## config.mk

```make
export PLATFORM = sky130hd
export DESIGN_NAME = audio_i2s_sequencer
export DESIGN_NICKNAME = d
export VERILOG_FILES = /design/src/rtl/audio_pkg.sv /design/src/rtl/audio_clk_div.sv /design/src/rtl/audio_i2s_sequencer.sv
export SDC_FILE = /design/constraint.sdc
export NUM_CORES = 1
export LEC_CHECK = 0
export ABC_CLOCK_PERIOD_IN_PS = 2100
export BUFFER_PORTS_ARGS = -buffer_cell sky130_fd_sc_hd__clkbuf_2
export CORE_ASPECT_RATIO = 0.8
export CORE_MARGIN = 5
export CORE_UTILIZATION = 40
export CTS_BUF_LIST = sky130_fd_sc_hd__clkbuf_2
export DETAILED_ROUTE_END_ITERATION = 16
export PLACE_DENSITY_LB_ADDON = 0.1
export SLEW_MARGIN = 0
export SYNTH_ARGS = -nofsm -noshare
export SYNTH_HDL_FRONTEND = slang
export SYNTH_SLANG_ARGS = --single-unit
```

## constraint.sdc

```tcl
create_clock -name iCLK -period 2.1 [get_ports iCLK]
set_input_delay 0.105 -clock iCLK [delete_from_list [all_inputs] [get_ports iCLK]]
set_output_delay 0.105 -clock iCLK [all_outputs]
set_load 0.02 [all_outputs]
```

## src/rtl/audio_pkg.sv

```systemverilog
// Shared constants and state encoding for the I2S DAC sequencer and serialiser.
package audio_pkg;

  localparam int unsigned SLOT_BITS        = 32;
  localparam int unsigned FRAME_BITS       = 64;
  localparam int unsigned SAMPLE_W_DEFAULT = 24;

  typedef enum logic [1:0] {
    StIdle,
    StReq,
    StHeld,
    StWait
  } seq_state_e;

endpackage

```

## src/rtl/audio_clk_div.sv

```systemverilog
// BCLK/LRCK generator: divides the system clock to BCLK and counts BCLK periods in a frame.
module audio_clk_div import audio_pkg::*; #(
  parameter int unsigned BCLK_HALF = 4
) (
  input  logic       clk,
  input  logic       rst,
  input  logic       en,
  output logic       bclk,
  output logic       lrck,
  output logic       bclk_fall,
  output logic       frame_start,
  output logic [5:0] bit_cnt
);

  localparam int unsigned DivW = $clog2(BCLK_HALF);

  logic [DivW-1:0] div_q, div_d;
  logic            bclk_q, bclk_d;
  logic [5:0]      bit_q, bit_d;
  logic            wrap;

  always_comb begin
    wrap        = (div_q == DivW'(BCLK_HALF - 1));
    div_d       = wrap ? '0 : div_q + 1'b1;
    bclk_d      = wrap ? ~bclk_q : bclk_q;
    bclk_fall   = en && wrap && bclk_q;
    bit_d       = bclk_fall ? bit_q + 6'd1 : bit_q;
    frame_start = bclk_fall && (bit_q == 6'(FRAME_BITS - 1));
    // Disabled: clocks parked low and the frame restarts from bit 0.
    if (!en) begin
      div_d  = '0;
      bclk_d = 1'b0;
      bit_d  = '0;
    end
  end

  always_ff @(posedge clk) begin
    if (rst) begin
      div_q  <= '0;
      bclk_q <= 1'b0;
      bit_q  <= '0;
    end else begin
      div_q  <= div_d;
      bclk_q <= bclk_d;
      bit_q  <= bit_d;
    end
  end

  assign bclk    = bclk_q;
  assign lrck    = bit_q[$clog2(SLOT_BITS)];
  assign bit_cnt = bit_q;

endmodule

```

## src/rtl/audio_i2s_sequencer.sv

```systemverilog
// I2S DAC sequencer: frame timing, per-frame sample request handshake and held output pair.
module audio_i2s_sequencer import audio_pkg::*; #(
  parameter int unsigned BCLK_HALF = 4,
  parameter int unsigned SAMPLE_W  = SAMPLE_W_DEFAULT,
  parameter int unsigned UPD_BIT   = 16
) (
  input  logic                iCLK,
  input  logic                reset_reg,
  input  logic                i_enable,
  input  logic                i_mute,
  input  logic [SAMPLE_W-1:0] i_lsample,
  input  logic [SAMPLE_W-1:0] i_rsample,
  input  logic                i_sample_valid,
  output logic                o_sample_req,
  output logic                oAUD_BCLK,
  output logic                oAUD_DACLRCK,
  output logic [SAMPLE_W-1:0] o_lsound_out,
  output logic [SAMPLE_W-1:0] o_rsound_out,
  output logic                o_underrun,
  input  logic                i_clr_underrun,
  output logic [7:0]          o_underrun_cnt
);

  localparam logic [5:0] UpdBit = 6'(UPD_BIT);

  seq_state_e          state_q, state_d;
  logic [SAMPLE_W-1:0] stage_l_q, stage_l_d, stage_r_q, stage_r_d;
  logic [SAMPLE_W-1:0] out_l_q, out_l_d, out_r_q, out_r_d;
  logic                underrun_q, underrun_d;
  logic [7:0]          ucnt_q, ucnt_d;
  logic                run, bclk_fall, frame_start, upd, underrun_evt;
  logic [5:0]          bit_cnt;

  assign run = i_enable && (state_q != StIdle);

  audio_clk_div #(
    .BCLK_HALF (BCLK_HALF)
  ) u_clk_div (
    .clk         (iCLK),
    .rst         (reset_reg),
    .en          (run),
    .bclk        (oAUD_BCLK),
    .lrck        (oAUD_DACLRCK),
    .bclk_fall   (bclk_fall),
    .frame_start (frame_start),
    .bit_cnt     (bit_cnt)
  );

  assign upd = bclk_fall && (bit_cnt == UpdBit);

  always_comb begin
    state_d      = state_q;
    stage_l_d    = stage_l_q;
    stage_r_d    = stage_r_q;
    out_l_d      = out_l_q;
    out_r_d      = out_r_q;
    underrun_d   = underrun_q;
    ucnt_d       = ucnt_q;
    underrun_evt = 1'b0;
    if (!i_enable) begin
      state_d = StIdle;
    end else begin
      unique case (state_q)
        StIdle: state_d = StReq;
        StReq: begin
          if (i_sample_valid) begin
            stage_l_d = i_lsample;
            stage_r_d = i_rsample;
            state_d   = StHeld;
          end
          // Nothing staged in time: repeat the previous pair; a same-cycle capture waits a frame.
          if (upd) begin
            underrun_evt = 1'b1;
            if (i_mute) begin
              out_l_d = '0;
              out_r_d = '0;
            end
          end
        end
        StHeld: begin
          if (upd) begin
            out_l_d = i_mute ? '0 : stage_l_q;
            out_r_d = i_mute ? '0 : stage_r_q;
            state_d = StWait;
          end
        end
        StWait: begin
          if (frame_start) state_d = StReq;
        end
        default: state_d = StIdle;
      endcase
    end
    if (i_clr_underrun) begin
      underrun_d = 1'b0;
      ucnt_d     = '0;
    end else if (underrun_evt) begin
      underrun_d = 1'b1;
      if (ucnt_q != 8'hFF) ucnt_d = ucnt_q + 8'd1;
    end
  end

  always_ff @(posedge iCLK) begin
    if (reset_reg) begin
      state_q    <= StIdle;
      stage_l_q  <= '0;
      stage_r_q  <= '0;
      out_l_q    <= '0;
      out_r_q    <= '0;
      underrun_q <= 1'b0;
      ucnt_q     <= '0;
    end else begin
      state_q    <= state_d;
      stage_l_q  <= stage_l_d;
      stage_r_q  <= stage_r_d;
      out_l_q    <= out_l_d;
      out_r_q    <= out_r_d;
      underrun_q <= underrun_d;
      ucnt_q     <= ucnt_d;
    end
  end

  assign o_sample_req   = (state_q == StReq);
  assign o_lsound_out   = out_l_q;
  assign o_rsound_out   = out_r_q;
  assign o_underrun     = underrun_q;
  assign o_underrun_cnt = ucnt_q;

endmodule

```

## Word-level counts from Yosys, hierarchy flattened

Cells that the tools add are included.

| operators by class | value |
|---|---|
| shift-type cells | 0 |
| multipliers | 0 |
| reduce and logical (&&, ||, !) cells | 16 |
| add/subtract/negate cells | 3 |
| order comparisons | 0 |
| eq/ne operators | 12 |
| mux-type cells | 15 |
| divide/modulo/power cells | 0 |
| bitwise logic cells | 3 |

Operators by type and width:

| cell | number |
|---|---|
| 24-bit two-way mux | 6 |
| 24-bit one-hot mux with 2 select lines | 2 |
| 8-bit by 1-bit adder with 8-bit output, second input constant | 1 |
| 2-bit != test, second input constant | 4 |
| 8-bit != test, second input constant | 1 |
| 2-bit one-hot mux with 4 select lines | 1 |
| 6-bit by 1-bit adder with 6-bit output, second input constant | 1 |
| 2-bit equality test, second input constant | 3 |
| 6-bit by 5-bit equality test with 1-bit output, second input constant | 1 |
| 6-bit equality test, second input constant | 1 |
| 2-bit two-way mux | 3 |
| 3-bit AND reduction | 2 |
| 2-bit OR reduction | 3 |
| 1-bit logical AND | 5 |
| 5-bit AND reduction | 1 |
| 2-bit nonzero test | 2 |
| 1-bit two-way mux | 3 |
| 1-bit inverter | 3 |
| 3-bit OR reduction | 1 |
| 2-bit by 1-bit adder with 2-bit output, second input constant | 1 |
| 2-bit by 1-bit equality test with 1-bit output, second input constant | 1 |
| 2-bit zero test | 1 |
| 2-bit by 1-bit != test with 1-bit output, second input constant | 1 |
| 2-bit AND reduction | 1 |

| storage, ports and cells | value |
|---|---|
| word-level logic and storage cells | 59 |
| bits in latches | 0 |
| output and inout port bits | 60 |
| memories | 0 |
| flip-flop bits (word level) | 116 |
| memory bits (writable) | 0 |
| memory bits (read-only) | 0 |
| bits of input ports | 54 |

## Depth between registers and ports, before layout

| depth | value |
|---|---|
| depth in word-level cells | 9 |
| gate-level depth with buffers | 9 |
| gate-level depth less buffers | 6 |

## Cells and area by module

From an unflattened synthesis, not the netlist that was laid out.

| unflattened totals | value |
|---|---|
| cell total of the unflattened synthesis | 553 |
| area, all modules | 4424.2 um^2 |

Modules (own cells, without submodules):

| module | times used | cells each | seq. area each (um^2) | area each (um^2) |
|---|---|---|---|---|
| audio_i2s_sequencer | 1 | 509 | 2142.1 | 4036.4 |
| audio_clk_div | 1 | 44 | 180.2 | 387.9 |

## Least setup slack after synthesis

OpenSTA, ideal clock, no wires.

| path | value |
|---|---|
| path type | register -> register |
| from | register state_q[0] |
| to | register ucnt_q[2] (netlist: o_underrun_cnt[2]) |
| stages on the path, launching flop included | 9 |
| data arrival time | 2.018 ns |
| required time | 1.965 ns |
| clock period less this slack | 2.153 ns |
| setup slack | -0.053 ns |
| buffers on the path | 2 |
| library setup time | 0.135 ns |
| cell sequence | dfxtp_1 -> inv_1 -> ha_1 -> nand4b_1 -> or4_1 -> clkbuf_1 -> buf_2 -> o311ai_0 -> o41ai_1 |

| on the way | value |
|---|---|
| longest elaborated chain between the ends | 9 |
| elaborated cells between the ends (all ways) | 10 |
| those cells by class | 1 x eq/ne; 3 x mux; 6 x reduce/logical |

Ends and longest elaborated chain:

| item | line | source |
|---|---|---|
| start: declaration | audio_i2s_sequencer.sv:26 | `seq_state_e state_q, state_d;` |
| start signal: assignment | audio_i2s_sequencer.sv:104 | `state_q <= StIdle;` |
| start signal: assignment | audio_i2s_sequencer.sv:112 | `state_q <= state_d;` |
| 2-bit nonzero test | audio_i2s_sequencer.sv:34 | `assign run = i_enable && (state_q != StIdle);` |
| 1-bit logical AND | audio_i2s_sequencer.sv:34 |  |
| 1-bit logical AND (2 in series) | audio_clk_div.sv:26 | `bclk_fall = en && wrap && bclk_q;` |
| 1-bit logical AND | audio_i2s_sequencer.sv:49 | `assign upd = bclk_fall && (bit_cnt == UpdBit);` |
| 1-bit two-way mux | audio_i2s_sequencer.sv:72 | `if (upd) begin` |
| 1-bit two-way mux (*) | audio_i2s_sequencer.sv:63 | `unique case (state_q)` |
| 1-bit two-way mux (*) | audio_i2s_sequencer.sv:60 | `if (!i_enable) begin` |
| 2-bit AND reduction (no source line) (*) | -- |  |
| end signal: assignment | audio_i2s_sequencer.sv:118 | `ucnt_q <= ucnt_d;` |
| end: declaration | audio_i2s_sequencer.sv:30 | `logic [7:0] ucnt_q, ucnt_d;` |

Every way passes the cells marked *; elsewhere a longest branch is shown, timed or not.
A chain may end at the register's enable or synchronous reset.

## Final worst setup path

| path | value |
|---|---|
| from | register state_q[0] |
| to | register ucnt_q[3] (netlist: o_underrun_cnt[3]) |

Same word-level chain as after synthesis.

==> impl_metrics.csv <==
group,metric,value,unit
outcome,status,"finished clean",
route,ant_nets,0,
worst_setup_path,r2r_slack,0.09,ns
synthesis,syn_nets,609,
hold_path,hp-class,"input port to register",
power,vdd_ir_drop_max,391,uV
synthesis,yosysWarnings,0,
synthesis,yosys.area.top_type,"dfxtp_1",
route,routed_wl,12700,um
synthesis,postSynthRegisterBits,116,
synthesis,ys_seq_area_share,52.9,%
sta,min_period,2.01,ns
clock_network,cts_tree,"done",
route,detail_route.wl_per_cell,14.5,um
global_routing,grt_use_total,19.1,%
synthesis,postSynthCellCount,547,
sta,drv_slew,0,
global_routing,antenna_found_initial,0,
synthesis,avgSynthCellArea,8.02,um2
floorplanning,rows,34,
clock_network,root_buffer,"clkbuf_2",
sta,hold_viol_final,0,
floorplanning,dieArea,13200,um2
final_layout,layout.cells.non_filler,876,
place,placed_cells,787,
place,dp_hpwl,7650,um
synthesis,syn-cell-area,4390,um2
floorplanning,initial_core_util,40.6,%
route,drt-vias-per-instance,5.00,
floorplanning,coreArea,10800,um2
place,dpl_cell_area,5210,um2
final_layout,synthToLayoutAreaGrowth,41.8,%
worst_setup_path,required,2.71,ns
final_layout,layout-drive-gt1-share,27.6,%
clock_network,worst_skew_pair.late_latency,0.66,ns
worst_setup_path,critPathKind,"register to register",
route,drc,0,
sta,fin_crit_sh,95.9,%
global_routing,grt-ovfl-total,0,
clock_network,numCtsBuffers,17,
worst_setup_path,end_kind,"register",
route,via_count,4378,
power,cellLeakagePower,2.36,nW
sta,max_freq,0.497,GHz
job,maxCapViolCount,0,
route,dr.pass1.iters,5,
sta,fin_setup_tns,0,ns
place,gp_congestion,0.795,
clock_network,cts.clk_slew.worst_paths,0.18,ns
floorplanning,die_h,104,um
clock_network,clk_path_buf_depth,2,
floorplanning,io_pins,114,
sta,finalSetupViolCount,0,
global_routing,grt_max_degree,58,
worst_setup_path,start_kind,"register",
sta,relSlewSlack,52.8,%
clock_network,cts_sinks,116,
synthesis,yosys-top-cells-area,"dfxtp_1, nand2_1, a21oi_1",
sta,rsz0062_at_grt,"true",
sta,worstMarginPinSlew,0.705,ns
worst_setup_path,arrival,2.62,ns
power,power_density,661,nW/um2
final_layout,design_area,6220,um2
sta,fin_skew,0.0349,ns
route,drt-initial-drc-count,281,
synthesis,netlist.area_leader.share,52.9,%
clock_network,cts.htree.levels,4,
global_routing,grt_pass1_vias,4282,
global_routing,grt_pass1_wl,20600,um
final_layout,diodes,0,
place,port_buffers,113,
worst_setup_path,cp_max_fo,8,
synthesis,synth_cell_types,31,
floorplanning,die_x,127,um
final_layout,nets,782,
==> registers in the layout, indices dropped and copies added (netlist names) <==
register / count
stage_r_q: 24
u_clk_div.div_q: 2
o_lsound_out: 24
o_rsound_out: 24
u_clk_div.bclk: 1
o_underrun: 1
u_clk_div.bit_cnt: 6
stage_l_q: 24
o_underrun_cnt: 8
state_q: 2
==> through the flow <==
| stage | hold slack [ns] | power [mW] | setup WS [ns] | utilization (%) |
|---|---|---|---|---|
| final | 0.199 | 4.12 | 0.0869 | 57.6 |
| after global routing | 0.119 | 4.30 | 0.0000140 | 57.6 |
| after CTS | 0.123 | 4.16 | 0.0339 | 56.0 |
| after detailed placement | 0.335 | 2.48 | -0.0957 | 48.2 |
| after global placement | 0.329 | 2.47 | -0.0436 | 48.2 |
| after floorplan | 0.241 | 2.38 | 0.00834 | - |
==> per-layer routing <==
| metal | part of all wire, % | track usage [%] | wire [um] |
|---|---|---|---|
| met5 | 0 | 0 | 0 |
| met4 | 0.57 | 6.13 | 72 |
| met3 | 6.2 | 6.28 | 783 |
| met1 | 48 | 25.5 | 6050 |
| met2 | 46 | 29.2 | 5810 |
==> placed cells by master (no fill, tap or decap), drive strengths merged, types with 2 or more instances in the layout <==
cell | synthesis | final
xnor2 | 2 | 2
mux2i | 3 | 3
dfxtp | 116 | 116
inv | 7 | 8
o21ai | 5 | 5
a21oi | 107 | 107
or4 | 6 | 6
nor3 | 4 | 4
or3 | 3 | 3
buf | 4 | 29
bufinv | 0 | 4
or2 | 2 | 2
nor2 | 6 | 6
clkinv | 0 | 6
nand2 | 156 | 156
o31ai | 5 | 5
clkbuf | 38 | 133
nand3 | 56 | 56
ha | 8 | 8
and3 | 2 | 2
dlygate4sd3 | 0 | 53
o41ai | 2 | 2
nand4 | 2 | 2
nor2b | 3 | 3
==> critical path, cell delays in order, from the launching register on <==
cell      delay (ns)
dfxtp_2         0.37
inv_2           0.05
ha_4            0.15
nand4b_1        0.19
or4_4           0.60
or4_4           0.50
a21oi_2         0.11
==> final timing paths <==
check             cells past startpoint               start                 end
hold / removal                        4       i_rsample[18]       stage_r_q[18]
hold reg to reg                       1  u_clk_div.div_q[0]  u_clk_div.div_q[0]
setup / recovery                      6          state_q[0]   o_underrun_cnt[3]
setup reg to reg                      6          state_q[0]   o_underrun_cnt[3]
==> where the power goes <==
group | switching, mW | total, mW | leakage, nW | internal [mW]
clock | 0.829 | 1.60 | 0.154 | 0.770
combinational | 0.134 | 0.280 | 1.27 | 0.146
sequential | 0.0110 | 2.24 | 0.936 | 2.23
total | 0.973 | 4.12 | 2.36 | 3.14
==> Yosys cell counts, drive strengths merged <==
master   number
or3           3
nor4          1
o21ai         5
o311ai        1
or2           2
xnor2         2
nand4         2
nand3        56
ha            8
and3          2
a21oi       107
or4           6
clkbuf       38
nand4bb       1
o31ai         5
nor3b         1
o41ai         2
xor2          1
buf           4
dfxtp       116
and4b         1
nor3          4
a31o          1
o211ai        1
nand2       156
nor2b         3
nand4b        1
mux2i         3
or3b          1
inv           7
nor2          6
==> cell type report <==
class | instances | area [um2]
timing repair buffer | 196 | 1440
tap | 144 | 180
clock inverter | 12 | 161
clock buffer | 19 | 95.1
multi-input combinational | 382 | 2000
sequential | 116 | 2320
inverter | 7 | 26.3
fill | 1033 | 4580
==> cells by family (layout without fill, tap and decap cells) <==
logic type      after synthesis  count (layout)  share of synthesized area [%]
simple gates                246             246                           24.6
compound gates              122             122                           14.6
flops                       116             116                           52.9
buf+inv                      49             234                           4.30
fa+ha+maj                     8               8                           2.28
xor+xnor                      3               3                          0.599
mux                           3               3                          0.684
==> timing repair <==
item	in CTS	in global routing
cloned	1	3
resized for setup	12	29
hold buffers	53	0
setup buffers	1	0
setup endpoints to repair	61	57
endpoints found under the hold margin	88	0
pin swaps	2	17
(Power assumes the default switching activity.)
